==> config.mk <==
export PLATFORM = sky130hd
export DESIGN_NAME = mult_seq32
export DESIGN_NICKNAME = d
export VERILOG_FILES = /design/src/rtl/mult_seq32_pkg.sv /design/src/rtl/mult_seq32_add33.sv /design/src/rtl/mult_seq32.sv
export SDC_FILE = /design/constraint.sdc
export NUM_CORES = 1
export LEC_CHECK = 0
export CAP_MARGIN = 20
export CORE_MARGIN = 2
export CORE_UTILIZATION = 35
export CTS_BUF_LIST = sky130_fd_sc_hd__clkbuf_8
export CTS_CLUSTER_DIAMETER = 60
export DETAILED_ROUTE_END_ITERATION = 8
export DONT_BUFFER_PORTS = 1
export SLEW_MARGIN = 20
export SYNTH_ARGS = -nofsm -noshare
export SYNTH_HDL_FRONTEND = slang
export SYNTH_SLANG_ARGS = --single-unit
==> constraint.sdc <==
create_clock -name clk -period 17.5 [get_ports clk]
set_clock_uncertainty 0.05 [all_clocks]
set_input_delay 3.5 -clock clk [delete_from_list [all_inputs] [get_ports clk]]
set_output_delay 3.5 -clock clk [all_outputs]
set_load 0.02 [all_outputs]
==> src/rtl/mult_seq32_pkg.sv <==
// Shared constants, state encoding and operand helper for the sequential
// 32x32 multiplier.
package mult_seq32_pkg;

   localparam int WIDTH      = 32;
   localparam int ITER_COUNT = 32;
   localparam int CNT_W      = $clog2(ITER_COUNT);

   typedef enum logic [1:0] {
      IDLE = 2'd0,
      RUN  = 2'd1,
      NEG  = 2'd2,
      DONE = 2'd3
   } state_t;

   // Unsigned magnitude of an operand. In signed mode 0x80000000 maps to
   // 2^31, which still fits the unsigned 32-bit register.
   function automatic logic [WIDTH-1:0] magnitude(input logic [WIDTH-1:0] v,
                                                  input logic             sgn);
      return (sgn && v[WIDTH-1]) ? (~v + 1'b1) : v;
   endfunction

endpackage

==> src/rtl/mult_seq32_add33.sv <==
// Iteration adder: two 32-bit operands, 33-bit result split into sum and
// carry-out.
module add33 (
   input  logic [31:0] a,
   input  logic [31:0] b,
   output logic [31:0] sum,
   output logic        carry
);

   assign {carry, sum} = {1'b0, a} + {1'b0, b};

endmodule

==> src/rtl/mult_seq32.sv <==
// Sequential radix-2 shift-add multiplier, 32x32 -> 64, signed or unsigned,
// fixed 34-cycle result cadence.
//
//  state | meaning
//  IDLE  | waiting for start
//  RUN   | one shift-add iteration per cycle, 32 cycles
//  NEG   | apply product sign, load hi/lo
//  DONE  | result valid for one cycle, may accept a new start
module mult_seq32 #(
   parameter int WIDTH = mult_seq32_pkg::WIDTH
) (
   input  logic              clk,
   input  logic              reset,
   input  logic              start,
   input  logic              is_signed,
   input  logic [WIDTH-1:0]  a,
   input  logic [WIDTH-1:0]  b,
   output logic              busy,
   output logic              done,
   output logic [WIDTH-1:0]  hi,
   output logic [WIDTH-1:0]  lo
);
   import mult_seq32_pkg::*;

   state_t             state;
   logic [CNT_W-1:0]   cnt;
   logic [WIDTH-1:0]   mcand;
   logic [WIDTH-1:0]   acc;
   logic [WIDTH-1:0]   mplier;
   logic               neg_sign;

   logic [WIDTH-1:0]   sum;
   logic               cout;
   logic               step_c;
   logic [WIDTH-1:0]   step_s;
   logic [2*WIDTH-1:0] product;

   add33 u_add (
      .a     (acc),
      .b     (mcand),
      .sum   (sum),
      .carry (cout)
   );

   // {step_c, step_s} is the 33-bit upper accumulator before the shift;
   // the shift pushes the carry into acc[31] and step_s[0] into the multiplier.
   always_comb begin
      step_c = 1'b0;
      step_s = acc;
      if (mplier[0]) begin
         step_c = cout;
         step_s = sum;
      end
   end

   assign product = {acc, mplier};

   always_ff @(posedge clk or posedge reset) begin
      if (reset) begin
         state    <= IDLE;
         cnt      <= '0;
         mcand    <= '0;
         acc      <= '0;
         mplier   <= '0;
         neg_sign <= 1'b0;
         busy     <= 1'b0;
         done     <= 1'b0;
         hi       <= '0;
         lo       <= '0;
      end else begin
         case (state)
            IDLE, DONE: begin
               done <= 1'b0;
               if (start) begin
                  mcand    <= magnitude(a, is_signed);
                  mplier   <= magnitude(b, is_signed);
                  acc      <= '0;
                  neg_sign <= is_signed & (a[WIDTH-1] ^ b[WIDTH-1]);
                  cnt      <= '0;
                  busy     <= 1'b1;
                  state    <= RUN;
               end else begin
                  busy  <= 1'b0;
                  state <= IDLE;
               end
            end
            RUN: begin
               acc    <= {step_c, step_s[WIDTH-1:1]};
               mplier <= {step_s[0], mplier[WIDTH-1:1]};
               cnt    <= cnt + 1'b1;
               if (cnt == CNT_W'(ITER_COUNT - 1)) begin
                  state <= NEG;
               end
            end
            NEG: begin
               {hi, lo} <= neg_sign ? (~product + 64'd1) : product;
               busy     <= 1'b0;
               done     <= 1'b1;
               state    <= DONE;
            end
            default: begin
               busy  <= 1'b0;
               done  <= 1'b0;
               state <= IDLE;
            end
         endcase
      end
   end

endmodule

==> impl_metrics.csv, run 1 <==
group,metric,value,unit
outcome,outcome,"complete, no violations",
worst_setup_path,reg2reg_to,"hi[21]",
clock_tree,ctsLongestPathBuffers,2,
sta,worstMarginPinSlew,882.9,ps
worst_setup_path,crit_path_start,"a[0]",
drt,wire_per_inst,17.76,µm
synthesis,synthesis.area,0.01103,mm²
worst_setup_path,rrSetupSlack,14030,ps
synthesis,ys_seq_area_share,38.57,%
power_and_ir_drop,power.net_switching,1.193,mW
floorplan,die_h,181.5,µm
sta,rsz0062_at_grt,"no",
worst_setup_path,critPathMaxFanout,5,
floorplan,num_rows,64,
sta,tns,0,ps
synthesis,synthArstFlopShare,100.0,%
floorplan,die_w,181.5,µm
sta,slew_headroom,40.92,%
drt,drt-total-wl,29700,µm
worst_setup_path,required,17780,ps
run,max_cap_violations,0,
drt,vias_per_cell,5.496,
worst_setup_path,worstSetupEndpointType,"flip-flop",
drt,drc,0,
synthesis,synthesis.nets,1414,
synthesis,yosysTopAreaCell,"dfrtp_1",
synthesis,synth_top_area_share,38.57,%
worst_setup_path,critical_path.cell_chain,"inv_1, ha_1, or3b_2, nor4_1, and3_1, nand3b_1, o31ai_1, xor2_1, o21ai_0",
synthesis,synth.area.top_cells,"dfrtp_1 39%, xor2_1 7.8%, a21oi_1 7.0%",
final_layout,layout.nets,1372,
worst_setup_path,cp_slowest_cell,"nor4_1",
floorplan,fp.dieArea,0.03294,mm²
placement,port_buffers,0,
drt,drt-initial-drc-count,703,
clock_tree,postCtsSetupBuffers,0,
synthesis,avgSynthCellArea,8.451,µm²
sta,fmax,178.7,MHz
power_and_ir_drop,clkPwrFrac,11.7,%
placement,placed_cells,1640,
worst_setup_path,max_stage_delay,620,ps
clock_tree,postCtsHoldBufs,0,
synthesis,ys_seq_elements,170,
sta,fin_crit_sh,31.98,%
sta,whs,434.7,ps
sta,fin_crit,5597,ps
power_and_ir_drop,power_density,196.8,mW/mm²
synthesis,syn-instance-count,1305,
clock_tree,htreeDepth,4,
floorplan,start_util,35.77,%
worst_setup_path,regToRegStartpoint,"acc[3]",
power_and_ir_drop,pwr-share-seq,39.6,%
clock_tree,cts.sink_count,170,
synthesis,ys.flop_type,"dfrtp_1",
worst_setup_path,path_class,"in2reg",
clock_tree,clk_pin_slew_worst_paths,90,ps
power_and_ir_drop,power,2.306,mW
grt,grt_util_all_layers,18.43,%
synthesis,ys_warn_count,0,
placement,gp_congestion,0.9125,
worst_setup_path,critPathArrivalTime,5880,ps
floorplan,coreArea,0.03083,mm²
sta,hold_viol_final,0,
power_and_ir_drop,p_comb_share,48.7,%
final_layout,final_cells,1672,
power_and_ir_drop,p_leak,4.871,nW
final_layout,fill_cells,3170,
drt,via_count,9189,
worst_setup_path,reg2reg_depth,8,
drt,drt-pass1-iter-count,5,
worst_setup_path,crit_end,"mcand[28]",
placement,dp_hpwl,22050,µm
min_path,hold_class,"reg2reg",
final_layout,area_growth,6.229,%
synthesis,synth_edf_count,0,
final_layout,n_antenna_cell,0,
power_and_ir_drop,peakVddDrop,0.09274,mV
sta,slew_violations,0,
clock_tree,cts_tree,"yes",
grt,antenna_found_initial,0,
grt,grt_pass1_wl,48470,µm
clock_tree,cts-root-buf,"clkbuf_8",
clock_tree,numCtsBuffers,17,
power_and_ir_drop,p_int,1.113,mW
grt,grt_max_degree,91,
worst_setup_path,critPathLaunchType,"primary input",
final_layout,drive_gt1_share,5.408,%
power_and_ir_drop,switching_share,51.74,%
drt,ant_nets,0,
clock_tree,ctsResizeCount,0,
floorplan,num_io_pins,134,
synthesis,ys_types,71,
sta,setup-violations-final,0,
grt,grt_overflow,0,
clock_tree,clock_latency,470,ps
grt,grt_pass1_vias,8766,
## cells in the mapped netlist, drive strengths merged (23+ instances only)
cell,count
nand2,143
o21ai,150
ha,40
nor3,24
o31ai,28
inv,23
xnor2,45
clkbuf,59
a21oi,154
dfrtp,170
nor2,128
xor2,98
## critical path: cells and delay by family
kind	cells	cell delay [ps]
and+or+nand+nor	4	1620
AOI/OAI and AO/OA	2	360
adders and majority gates	1	170
xor gates and xnor gates	1	160
buffers and inverters	1	70
## stage by stage
stage	area (µm²)	worst slack, ps	utilization (%)
6_report	11720	11900	38.00
3_3_place_gp	11330	11490	36.76
5_1_grt	11720	11680	38.00
4_1_cts	11710	11930	37.98
2_1_floorplan	11030	9347	-
3_5_place_dp	11330	11420	36.76
## logic make-up (layout without fill, tap and decap cells)
logic type | after synthesis | count (layout) | synth area share, %
fa+ha+maj | 41 | 41 | 4.720
compound gates | 431 | 431 | 22.99
xor+xnor | 143 | 143 | 11.36
mux | 15 | 15 | 1.384
flops | 170 | 170 | 38.57
simple gates | 413 | 413 | 17.64
buf+inv | 92 | 63 | 3.336
## routing by layer
layer  GRT usage (%)  vias up  part of all wire, %
met2           28.87      267                   45
met5               0        -                    0
li1                -     4583                    -
met3           4.212       29                  6.7
met4           4.618        0                  1.6
met1           25.70     4310                   46
## sequential cells by signal (all words and copies together), names as in the netlist
signal    count
state         2
hi           32
mplier       32
cnt           5
lo           32
busy          1
done          1
acc          32
mcand        32
neg_sign      1
## layout by cell type, fill, tap and decap left out, drive strengths merged, types with 4 or more instances in the layout
cell and n:
dfrtp 170, nor3 24, o21a 4, buf 7, xor2 98, o31ai 28
nand4 10, nor2 128, o22ai 8, nor2b 9, inv 27, a31oi 9
or4 11, o21ai 150, o41ai 17, xnor2 45, nor4 12, nand2 143
ha 40, clkbuf 21, or2 5, a21o 17, and2 6, and3 14
nand2b 6, nand3 20, a21oi 154, a211oi 4, mux2i 13, or3 14
a22oi 20, clkinv 6
## power groups by stage
| stage | sequential, mW | combinational [mW] | clock (mW) |
|---|---|---|---|
| after floorplan | 0.821 | 0.911 | 0 |
| after global placement | 0.920 | 1.10 | 0 |
| after detailed placement | 0.924 | 1.12 | 0 |
| after CTS | 0.917 | 1.13 | 0.277 |
| after global routing | 0.948 | 1.28 | 0.294 |
| final | 0.914 | 1.12 | 0.270 |
## area by class of cell
type	count	area [µm²]	share of cell area, %
clock buffers	21	289.0	2.467
clock inverters	11	86.33	0.7369
inverters	24	95.09	0.8117
multi-input cells	1043	6435	54.93
flip-flops and latches	170	4258	36.35
well taps	396	495.5	4.229
repair buffers	7	56.30	0.4806
## worst min-delay path by stage
stage,start,to,slack (ps),cells past startpoint
5_1_grt,mcand[24],mcand[24],480,2
3_5_place_dp,cnt[4],cnt[4],420,2
6_report,cnt[4],cnt[4],430,2
3_3_place_gp,cnt[4],cnt[4],410,2
2_1_floorplan,cnt[4],cnt[4],400,2
4_1_cts,cnt[4],cnt[4],440,2
No activity file was read; power rests on OpenSTA's default activity.
==> run 2, diff against run 1 <==
==> constraint.sdc (replaced) <==
create_clock -name clk -period 5.3 [get_ports clk]
set_clock_uncertainty 0.05 [all_clocks]
set_input_delay 1.06 -clock clk [delete_from_list [all_inputs] [get_ports clk]]
set_output_delay 1.06 -clock clk [all_outputs]
set_load 0.02 [all_outputs]
==> impl_metrics.csv, run 2 (synthesized netlist as in run 1, its figures left out) <==
group,metric,value,unit
outcome,outcome,"complete, no violations",
clock_tree,clock_latency,470,ps
clock_tree,htreeDepth,4,
sta,worstMarginPinSlew,897.5,ps
placement,port_buffers,0,
placement,gp_congestion,0.8762,
grt,antenna_found_initial,0,
worst_setup_path,required,5580,ps
power_and_ir_drop,power_density,656.3,mW/mm²
worst_setup_path,max_stage_delay,620,ps
sta,hold_viol_final,0,
worst_setup_path,critical_path.cell_chain,"or4_1, nor4b_1, nand3_1, nor3_2, nand2_1, o31ai_1, xor2_1, a21oi_1",
drt,via_count,9268,
clock_tree,numCtsBuffers,17,
worst_setup_path,worstSetupEndpointType,"flip-flop",
final_layout,area_growth,6.671,%
sta,slew_headroom,40.04,%
drt,drc,0,
floorplan,coreArea,0.03083,mm²
clock_tree,postCtsSetupBuffers,0,
floorplan,die_h,181.5,µm
clock_tree,cts.sink_count,170,
floorplan,start_util,35.77,%
drt,drt-pass1-iter-count,4,
final_layout,final_common_cell,"dfrtp_1",
sta,fin_crit_sh,61.24,%
worst_setup_path,path_class,"reg2reg",
drt,drt-initial-drc-count,650,
final_layout,mostFrequentLayoutCells,"169 x dfrtp_1, 154 x a21oi_1, 149 x o21ai_0",
final_layout,fill_cells,3140,
grt,grt_use_met2,29.32,%
final_layout,drive_gt1_share,5.477,%
grt,grt_overflow,0,
clock_tree,cts-root-buf,"clkbuf_8",
floorplan,num_rows,64,
floorplan,die_w,181.5,µm
grt,grt_util_all_layers,18.64,%
clock_tree,cts_tree,"yes",
sta,slew_violations,0,
worst_setup_path,critPathMaxFanout,7,
sta,setup-violations-final,0,
sta,tns,0,ps
sta,rsz0062_at_grt,"no",
drt,ant_nets,0,
drt,vias_per_cell,5.536,
worst_setup_path,cp_slowest_cell,"or4_1",
drt,drt-total-wl,30270,µm
clock_tree,ctsResizeCount,0,
floorplan,num_io_pins,134,
final_layout,n_antenna_cell,0,
grt,grt_pass1_wl,49030,µm
clock_tree,postCtsHoldBufs,0,
power_and_ir_drop,p_leak,4.887,nW
sta,fmax,308.1,MHz
grt,grtUsageMet3,3.971,%
grt,grt_max_degree,101,
grt,grt_pass1_vias,8827,
final_layout,fin_util,38.16,%
grt,top_usage_layer,"met2",
final_layout,layout.nets,1374,
power_and_ir_drop,peakVddDrop,0.2558,mV
grt,grt_use_met1,25.97,%
clock_tree,clk_pin_slew_worst_paths,90,ps
sta,fin_ws,2054,ps
worst_setup_path,critPathLaunchType,"flip-flop",
placement,dp_hpwl,22840,µm
min_path,min_path_cells,2,
drt,wire_per_inst,18.08,µm
run,max_cap_violations,0,
clock_tree,ctsLongestPathBuffers,2,
placement,preCtsSetupSlack,1651,ps
worst_setup_path,reg2reg_depth,8,
worst_setup_path,critPathArrivalTime,3520,ps
sta,fin_crit,3246,ps
floorplan,fp.dieArea,0.03294,mm²
min_path,hold_class,"reg2reg",
[run 2: cell count changes in the layout (fill, tap and decap cells not counted), sizes merged]
cell / previous run / this run
clkbuf: 21 / 19
clkinv: 6 / 3
buf: 7 / 9
clkinvlp: 2 / 5
bufinv: 0 / 2
[run 2: worst max-delay path: cells and delay by family (launching register included)]
kind	cells	cell delay, ps
compound gates	2	430
xor+xnor	1	190
flops	1	460
simple gates	5	1970
[run 2: metrics by stage]
step | total power [mW] | hold slack [ps] | std cells | cell area, µm²
global placement | 6.737 | 406.0 | 1642 | 11360
global route | 8.415 | 470.9 | 1674 | 11760
floorplan | 5.720 | 395.3 | 1305 | 11030
detailed placement | 6.789 | 416.5 | 1642 | 11360
CTS | 7.766 | 436.4 | 1674 | 11760
finish | 7.721 | 434.4 | 1674 | 11760
[run 2: layout make-up]
type / instances / area, µm² / area share (%)
multi-input combinational: 1043 / 6435 / 54.70
sequential: 170 / 4255 / 36.17
tap: 396 / 495.5 / 4.212
clock buffer: 19 / 261.5 / 2.223
clock inverter: 13 / 142.6 / 1.213
inverter: 24 / 93.84 / 0.7977
timing repair buffer: 9 / 80.08 / 0.6807
[run 2: layer usage]
layer,vias to the layer above,wire [µm],share of wire (%)
met5,-,0,0
li1,4586,-,-
met1,4423,14260,47
met2,230,13660,45
met3,29,1852,6.1
met4,0,498,1.6
[run 2: path summary, 6_finish.rpt]
kind                                 start          to  slack (ps)
max in group asynchronous            reset  mplier[11]        3590
worst max register to register  mplier[26]      hi[27]        2050
worst max-delay path            mplier[26]      hi[27]        2050
worst min-delay path                cnt[4]      cnt[4]         430
worst min register to register      cnt[4]      cnt[4]         430
min in group asynchronous            reset      acc[5]         580
[run 2: report_power, final]
part / switching (mW) / internal (mW) / total [mW]
Combinational: 2.38 / 1.38 / 3.75
Sequential: 1.08 / 1.93 / 3.01
Clock: 0.515 / 0.448 / 0.963
Total: 3.97 / 3.75 / 7.72
